==> src/rtl/nano_mem_arbiter_if.sv <==
// rtl/nano_mem_arbiter_if.sv - fetch/data requester and shared-memory signals of the arbiter
// slave is the arbiter side; master is the requesters plus memory model.
interface nano_mem_arbiter_if;
  logic        i_req_i;
  logic [31:0] i_addr_i;
  logic        i_gnt_o;
  logic        i_rvalid_o;
  logic [31:0] i_rdata_o;

  logic        d_req_i;
  logic        d_we_i;
  logic [3:0]  d_be_i;
  logic [31:0] d_addr_i;
  logic [31:0] d_wdata_i;
  logic        d_gnt_o;
  logic        d_rvalid_o;
  logic [31:0] d_rdata_o;

  logic        err_o;

  logic        mem_req_o;
  logic        mem_we_o;
  logic [3:0]  mem_be_o;
  logic [31:0] mem_addr_o;
  logic [31:0] mem_wdata_o;
  logic        mem_gnt_i;
  logic        mem_rvalid_i;
  logic [31:0] mem_rdata_i;

  modport slave (
    input  i_req_i, i_addr_i,
    output i_gnt_o, i_rvalid_o, i_rdata_o,
    input  d_req_i, d_we_i, d_be_i, d_addr_i, d_wdata_i,
    output d_gnt_o, d_rvalid_o, d_rdata_o,
    output err_o,
    output mem_req_o, mem_we_o, mem_be_o, mem_addr_o, mem_wdata_o,
    input  mem_gnt_i, mem_rvalid_i, mem_rdata_i
  );

  modport master (
    output i_req_i, i_addr_i,
    input  i_gnt_o, i_rvalid_o, i_rdata_o,
    output d_req_i, d_we_i, d_be_i, d_addr_i, d_wdata_i,
    input  d_gnt_o, d_rvalid_o, d_rdata_o,
    input  err_o,
    input  mem_req_o, mem_we_o, mem_be_o, mem_addr_o, mem_wdata_o,
    output mem_gnt_i, mem_rvalid_i, mem_rdata_i
  );
endinterface

==> src/rtl/nano_mem_arbiter.sv <==
// rtl/nano_mem_arbiter.sv - round-robin fetch/data arbiter onto a single-port memory
// One outstanding transaction; a missing response is closed with err_o after TIMEOUT cycles.
module nano_mem_arbiter #(
  parameter int TIMEOUT = 16
) (
  input logic              clk_i,
  input logic              rst_n_i,
  nano_mem_arbiter_if.slave bus
);

  typedef enum logic {IDLE, WAIT} state_t;

  localparam logic [7:0] LAST_WAIT = 8'(TIMEOUT - 1);

  state_t     state;
  logic       owner_d;
  logic       prio_d;
  logic [7:0] wait_cnt;

  logic any_req;
  logic win_d;
  logic grant;
  logic resp;

  always_comb begin
    any_req = bus.i_req_i | bus.d_req_i;
    win_d   = bus.d_req_i & (~bus.i_req_i | prio_d);
    grant   = rst_n_i && (state == IDLE) && any_req && bus.mem_gnt_i;
    resp    = rst_n_i && (state == WAIT) && (bus.mem_rvalid_i || (wait_cnt == LAST_WAIT));
  end

  // Every output is gated by rst_n_i so the bus reads all-zero while reset is held.
  always_comb begin
    bus.mem_req_o   = 1'b0;
    bus.mem_we_o    = 1'b0;
    bus.mem_be_o    = 4'h0;
    bus.mem_addr_o  = 32'h0;
    bus.mem_wdata_o = 32'h0;
    if (rst_n_i && (state == IDLE)) begin
      bus.mem_req_o = any_req;
      if (win_d) begin
        bus.mem_we_o    = bus.d_we_i;
        bus.mem_be_o    = bus.d_be_i;
        bus.mem_addr_o  = bus.d_addr_i;
        bus.mem_wdata_o = bus.d_wdata_i;
      end else if (bus.i_req_i) begin
        bus.mem_be_o   = 4'hF;
        bus.mem_addr_o = bus.i_addr_i;
      end
    end
  end

  always_comb begin
    bus.i_gnt_o    = grant & ~win_d;
    bus.d_gnt_o    = grant & win_d;
    bus.i_rvalid_o = resp & ~owner_d;
    bus.d_rvalid_o = resp & owner_d;
    bus.err_o      = resp & ~bus.mem_rvalid_i;
    bus.i_rdata_o  = 32'h0;
    bus.d_rdata_o  = 32'h0;
    if (resp && bus.mem_rvalid_i) begin
      if (owner_d) bus.d_rdata_o = bus.mem_rdata_i;
      else         bus.i_rdata_o = bus.mem_rdata_i;
    end
  end

  always_ff @(posedge clk_i or negedge rst_n_i) begin
    if (!rst_n_i) begin
      state    <= IDLE;
      owner_d  <= 1'b0;
      prio_d   <= 1'b1;
      wait_cnt <= 8'd0;
    end else if (state == IDLE) begin
      if (grant) begin
        owner_d  <= win_d;
        prio_d   <= ~win_d;
        wait_cnt <= 8'd0;
        state    <= WAIT;
      end
    end else begin
      wait_cnt <= wait_cnt + 8'd1;
      if (resp) state <= IDLE;
    end
  end

endmodule
==> src/flat_wrapper.sv <==
// flat-port wrapper written by rule: the top's interface ports become plain ports
module nano_mem_arbiter_flat 
#(
  parameter int TIMEOUT = 16
)
  (clk_i, rst_n_i, bus_i_req_i, bus_i_addr_i, bus_i_gnt_o, bus_i_rvalid_o, bus_i_rdata_o, bus_d_req_i, bus_d_we_i, bus_d_be_i, bus_d_addr_i, bus_d_wdata_i, bus_d_gnt_o, bus_d_rvalid_o, bus_d_rdata_o, bus_err_o, bus_mem_req_o, bus_mem_we_o, bus_mem_be_o, bus_mem_addr_o, bus_mem_wdata_o, bus_mem_gnt_i, bus_mem_rvalid_i, bus_mem_rdata_i);
  nano_mem_arbiter_if bus_i ();
  input logic clk_i;
  input logic rst_n_i;
  input wire logic [$bits(bus_i.i_req_i)-1:0] bus_i_req_i;
  input wire logic [$bits(bus_i.i_addr_i)-1:0] bus_i_addr_i;
  output wire logic [$bits(bus_i.i_gnt_o)-1:0] bus_i_gnt_o;
  output wire logic [$bits(bus_i.i_rvalid_o)-1:0] bus_i_rvalid_o;
  output wire logic [$bits(bus_i.i_rdata_o)-1:0] bus_i_rdata_o;
  input wire logic [$bits(bus_i.d_req_i)-1:0] bus_d_req_i;
  input wire logic [$bits(bus_i.d_we_i)-1:0] bus_d_we_i;
  input wire logic [$bits(bus_i.d_be_i)-1:0] bus_d_be_i;
  input wire logic [$bits(bus_i.d_addr_i)-1:0] bus_d_addr_i;
  input wire logic [$bits(bus_i.d_wdata_i)-1:0] bus_d_wdata_i;
  output wire logic [$bits(bus_i.d_gnt_o)-1:0] bus_d_gnt_o;
  output wire logic [$bits(bus_i.d_rvalid_o)-1:0] bus_d_rvalid_o;
  output wire logic [$bits(bus_i.d_rdata_o)-1:0] bus_d_rdata_o;
  output wire logic [$bits(bus_i.err_o)-1:0] bus_err_o;
  output wire logic [$bits(bus_i.mem_req_o)-1:0] bus_mem_req_o;
  output wire logic [$bits(bus_i.mem_we_o)-1:0] bus_mem_we_o;
  output wire logic [$bits(bus_i.mem_be_o)-1:0] bus_mem_be_o;
  output wire logic [$bits(bus_i.mem_addr_o)-1:0] bus_mem_addr_o;
  output wire logic [$bits(bus_i.mem_wdata_o)-1:0] bus_mem_wdata_o;
  input wire logic [$bits(bus_i.mem_gnt_i)-1:0] bus_mem_gnt_i;
  input wire logic [$bits(bus_i.mem_rvalid_i)-1:0] bus_mem_rvalid_i;
  input wire logic [$bits(bus_i.mem_rdata_i)-1:0] bus_mem_rdata_i;
  assign bus_i.i_req_i = bus_i_req_i;
  assign bus_i.i_addr_i = bus_i_addr_i;
  assign bus_i_gnt_o = bus_i.i_gnt_o;
  assign bus_i_rvalid_o = bus_i.i_rvalid_o;
  assign bus_i_rdata_o = bus_i.i_rdata_o;
  assign bus_i.d_req_i = bus_d_req_i;
  assign bus_i.d_we_i = bus_d_we_i;
  assign bus_i.d_be_i = bus_d_be_i;
  assign bus_i.d_addr_i = bus_d_addr_i;
  assign bus_i.d_wdata_i = bus_d_wdata_i;
  assign bus_d_gnt_o = bus_i.d_gnt_o;
  assign bus_d_rvalid_o = bus_i.d_rvalid_o;
  assign bus_d_rdata_o = bus_i.d_rdata_o;
  assign bus_err_o = bus_i.err_o;
  assign bus_mem_req_o = bus_i.mem_req_o;
  assign bus_mem_we_o = bus_i.mem_we_o;
  assign bus_mem_be_o = bus_i.mem_be_o;
  assign bus_mem_addr_o = bus_i.mem_addr_o;
  assign bus_mem_wdata_o = bus_i.mem_wdata_o;
  assign bus_i.mem_gnt_i = bus_mem_gnt_i;
  assign bus_i.mem_rvalid_i = bus_mem_rvalid_i;
  assign bus_i.mem_rdata_i = bus_mem_rdata_i;
  nano_mem_arbiter #(.TIMEOUT(TIMEOUT)) u_core (.clk_i(clk_i), .rst_n_i(rst_n_i), .bus(bus_i));
endmodule
==> config.mk <==
export PLATFORM = sky130hd
export DESIGN_NAME = nano_mem_arbiter_flat
export DESIGN_NICKNAME = d
export VERILOG_FILES = /design/src/rtl/nano_mem_arbiter_if.sv /design/src/rtl/nano_mem_arbiter.sv /design/src/flat_wrapper.sv
export SDC_FILE = /design/constraint.sdc
export NUM_CORES = 1
export LEC_CHECK = 0
export ABC_AREA = 0
export CAP_MARGIN = 10
export CORE_AREA = 2 2 107 109
export DETAILED_ROUTE_END_ITERATION = 8
export DIE_AREA = 0 0 109 111
export PLACE_DENSITY = 0.64
export SETUP_SLACK_MARGIN = 0.05
export SLEW_MARGIN = 20
export SYNTH_ARGS = -nofsm -noshare
export SYNTH_HDL_FRONTEND = slang
export SYNTH_SLANG_ARGS = --single-unit
==> constraint.sdc <==
create_clock -name clk_i -period 3 [get_ports clk_i]
set_input_delay 0.6 -clock clk_i [delete_from_list [all_inputs] [get_ports clk_i]]
set_output_delay 0.6 -clock clk_i [all_outputs]
set_load 0.01 [all_outputs]
# After elaboration in Yosys (flattened, before gate mapping)
# Cells that the tools add are included.
# Widths: inputs -> output; s select.
# op_classes
addsub	1
eq_ne	1
mux	20
n_bitwise	13
reduce_logical	9
# op_table
operator	n
$mux 32	9
$mux 8	2
$mux 4	3
$add 8x1->8 const B	1
$eq 8x4->1 const B	1
$and 1x1->1	6
$logic_and 1x1->1	6
$mux 1	6
$not 1->1	5
$or 1x1->1	2
$reduce_and 2->1	1
$reduce_bool 2->1	1
$logic_or 1x1->1	1
# totals
reg_bits	11
inputBits	139
output_inout_bits	139
word_cells	48

# Longest topological paths before layout
# Gate-level depths: netlist of run 1.
# depth
ltp_word	6
mapped_depth	6
ltp_nobuf	4

# Worst setup path before layout of run 1
# No wires, ideal clock.
# synth_path
kind	input -> output
from	in bus_i_req_i
to	out bus_mem_wdata_o[10]
t_arrival_ns	1.524
required_ns	2.400
path_slack_ns	0.876
cell_stages	6
path_buffers	3
path_cell_list	buf_6 -> nor2b_1 -> buf_6 -> nor3_4 -> buf_6 -> and2_1
# synth_via
elab_chain_len	5
# synth_lines
item	line	source
from (decl)	flat_wrapper.sv:10	input wire logic [$bits(bus_i.i_req_i)-1:0] bus_i_req_i;
$not 1->1	nano_mem_arbiter.sv:27	win_d = bus.d_req_i & (~bus.i_req_i | prio_d);
$or 1x1->1	nano_mem_arbiter.sv:27	
$and 1x1->1	nano_mem_arbiter.sv:27	
$mux 32	nano_mem_arbiter.sv:41	if (win_d) begin
$mux 32	nano_mem_arbiter.sv:39	if (rst_n_i && (state == IDLE)) begin
to (decl)	flat_wrapper.sv:28	output wire logic [$bits(bus_i.mem_wdata_o)-1:0] bus_mem_wdata_o;
# No other way between the ends.

# Worst setup path in the final report of run 1
# layout_path
from	in bus_mem_rvalid_i
to	out bus_i_rdata_o[27]
# layout_via
elab_chain_len	4
# layout_lines
item	line	source
from (decl)	flat_wrapper.sv:30	input wire logic [$bits(bus_i.mem_rvalid_i)-1:0] bus_mem_rvalid_i;
$logic_or 1x1->1	nano_mem_arbiter.sv:29	resp = rst_n_i && (state == WAIT) && (bus.mem_rvalid_i || (wait_cnt == LAST_WAIT));
$logic_and 1x1->1	nano_mem_arbiter.sv:29	
$logic_and 1x1->1 *	nano_mem_arbiter.sv:61	if (resp && bus.mem_rvalid_i) begin
$mux 32 *	nano_mem_arbiter.sv:61	
to (decl)	flat_wrapper.sv:14	output wire logic [$bits(bus_i.i_rdata_o)-1:0] bus_i_rdata_o;
# Every way passes the cells marked *; elsewhere a longest branch is shown, timed or not.

==> impl_metrics.tcl, run 1 <==
set metrics [dict create \
    cts.path.max_buffers 2 \
    place_ws_ps -127 \
    grt.total_usage_pct 19.2 \
    final_common_cell "clkdlybuf4s50_1" \
    drt.antenna.violating_nets 0 \
    cts_made_buffers 3 \
    antennaDiodeCount 0 \
    finClkSkew_ps 3.03 \
    antenna_found_initial 1 \
    initial_utilization_pct 18.5 \
    maxCapViolations 0 \
    nets 724 \
    status "finished clean" \
    tightestPinTransition_ps 479 \
    die_area_um2 12100 \
    drt-initial-drc-count 184 \
    yosys-top-cells-area "and2_1 20%, dfrtp_1 12%, o211ai_1 12%, and3_1 10%, a21oi_1 8.6%" \
    crit_path_end_kind "primary output" \
    period_minus_slack_ps 2870 \
    portBuffers 277 \
    max_slew_margin_pct 67.8 \
    hold_viol 0 \
    drv_slew 0 \
    grt-ovfl-total 0 \
    synth-seq-cells 11 \
    cts.sinks 11 \
    power_density_nw_per_um2 322 \
    drtPass1Iterations 4 \
    crit_path_start_kind "primary input" \
    ios 278 \
    grt_pass1_vias 3371 \
    syn_area_um2 2050 \
    cp.arrival_ps 2270 \
    via_count 3403 \
    finalSetupTns_ps 0 \
    via_per_inst 4.69 \
    synth_top_area_share_pct 20.5 \
    worstSetupPathType "in -> out" \
    area_growth_pct 157 \
    clkLatencyLatePin_ps 240 \
    cp.required_ps 2400 \
    synth.distinct_cells 36 \
    wire_per_inst_um 17.3 \
    worstPathMaxFanout 16 \
    drt_wl_total_um 12600 \
    avgSynthCellArea_um2 6.67 \
    setup_violations 0 \
    reg2regPathDepth 5 \
    cts_tree "yes" \
    peakVddDrop_v 0.000155 \
    gp_congestion 0.918 \
    hold_path_class "in -> async" \
    drc 0 \
    final_cell_mix "186 x clkdlybuf4s50_1, 68 x dlygate4sd2_1, 67 x and2_1" \
    synth_nets 447 \
    clock_tree.root_cell "clkbuf_16" \
    rsz0062_at_grt "false" \
    yosysWarnings 0 \
    fmax_ghz 0.348 \
    grt_pass1_wl_um 18100 \
    p_leak_nw 2.78 \
    h-tree-depth 1 \
    period_share_pct 95.7 \
    drive_above_1_share_pct 8.06 \
    cts.reportedPaths.clkPinSlew_ps 40 \
    dieHeight_um 111 \
    grt_max_degree 36 \
    rrSetupSlack_ps 1200 \
    core_area_um2 11100 \
    syn_inst 307 \
    dp_hpwl_um 10500 \
    seq_area_frac_synth_pct 13.5 \
    num_rows 39 \
    fin_ws_ps 129 \
    chipWidth_um 109 \
    yosys.area.top_type "and2_1" \
]
## area by class of cell
cell class                      count  area, um^2
Tap cell                          143         179
Fill cell                        1129        5820
Inverter                            5        18.8
Multi-Input combinational cell    252        1570
Timing Repair Buffer              311        3140
Clock buffer                        4        78.8
Sequential cell                    11         277
## path summary, 6_finish.rpt
path | from | to
setup / recovery | bus_mem_rvalid_i | bus_i_rdata_o[27]
min in group clk_i | u_core.wait_cnt[2] | u_core.wait_cnt[2]
hold reg to reg | u_core.wait_cnt[2] | u_core.wait_cnt[2]
max in group asynchronous | rst_n_i | u_core.prio_d
setup reg to reg | u_core.state | u_core.prio_d
hold / removal | rst_n_i | u_core.wait_cnt[0]
## logic make-up after synthesis
| kind of cell | count (synthesis) | synth area share [%] |
|---|---|---|
| buf+inv | 44 | 10.8 |
| mux | 4 | 2.02 |
| flops | 11 | 13.5 |
| compound gates | 86 | 26.7 |
| simple gates | 161 | 46.4 |
| fa+ha+maj | 1 | 0.611 |
## sequential cells by signal, indices dropped and copies added, names as in the netlist
| register | flops |
|---|---|
| u_core.prio_d | 1 |
| u_core.wait_cnt | 8 |
| u_core.state | 1 |
| u_core.owner_d | 1 |
## worst max-delay path, stage by stage
cell             delay [ps]
clkdlybuf4s50_1         480
and3_4                  210
and2b_2                 180
buf_12                  140
and2_1                  120
clkdlybuf4s50_1         540
## timing repair
action,4_1_cts,5_1_grt
resized for setup,72,26
gates cloned,2,1
setup buffers,0,2
hold buffers,0,0
setup endpoints to repair,131,31
## metrics by stage
step | total power [mW] | cells | cell area (um^2) | utilization (%) | hold WS, ps
floorplan | 0.786 | 307 | 2050 | - | 304
global placement | 1.41 | 717 | 5080 | 45.9 | 474
detailed placement | 1.42 | 717 | 5080 | 45.9 | 491
CTS | 1.69 | 723 | 5150 | 46.5 | 498
global route | 1.82 | 726 | 5260 | 47.5 | 529
finish | 1.70 | 726 | 5260 | 47.5 | 489
## power by group
part / leakage, nW / internal (mW) / switching (mW)
Combinational: 2.60 / 0.646 / 0.530
Clock: 0.0382 / 0.178 / 0.0634
Sequential: 0.139 / 0.213 / 0.0655
## synthesized netlist by cell type, drive strengths merged
library cell	count
nor2	9
nand4	3
a21oi	35
mux2	1
and2b	1
buf	18
mux2i	3
o311ai	1
a41oi	1
nand3	33
o21ai	3
a21boi	1
nor4	1
nand2b	4
nor2b	2
inv	5
o211ai	33
o31ai	5
nand2	3
dfrtp	10
and2	67
a31oi	6
and3	34
clkbuf	21
nor3	2
ha	1
dfstp	1
or3	1
and4	1
a211o	1
## metal layers
layer	global-route usage, %	share of wire [%]	vias to the layer above
met2	35.6	49	191
li1	-	-	1655
met5	0	0.12	-
met1	20.6	38	1532
met3	5.35	9.9	23
met4	5.90	2.5	2
Note: power is estimated with default switching activity, not from simulation.
==> run 2, diff against run 1 <==
Settings changed: HOLD_SLACK_MARGIN from default to 0.1.
==> results of run 2 <==
No change in the layout: final DEF, timing and power equal those of run 1.
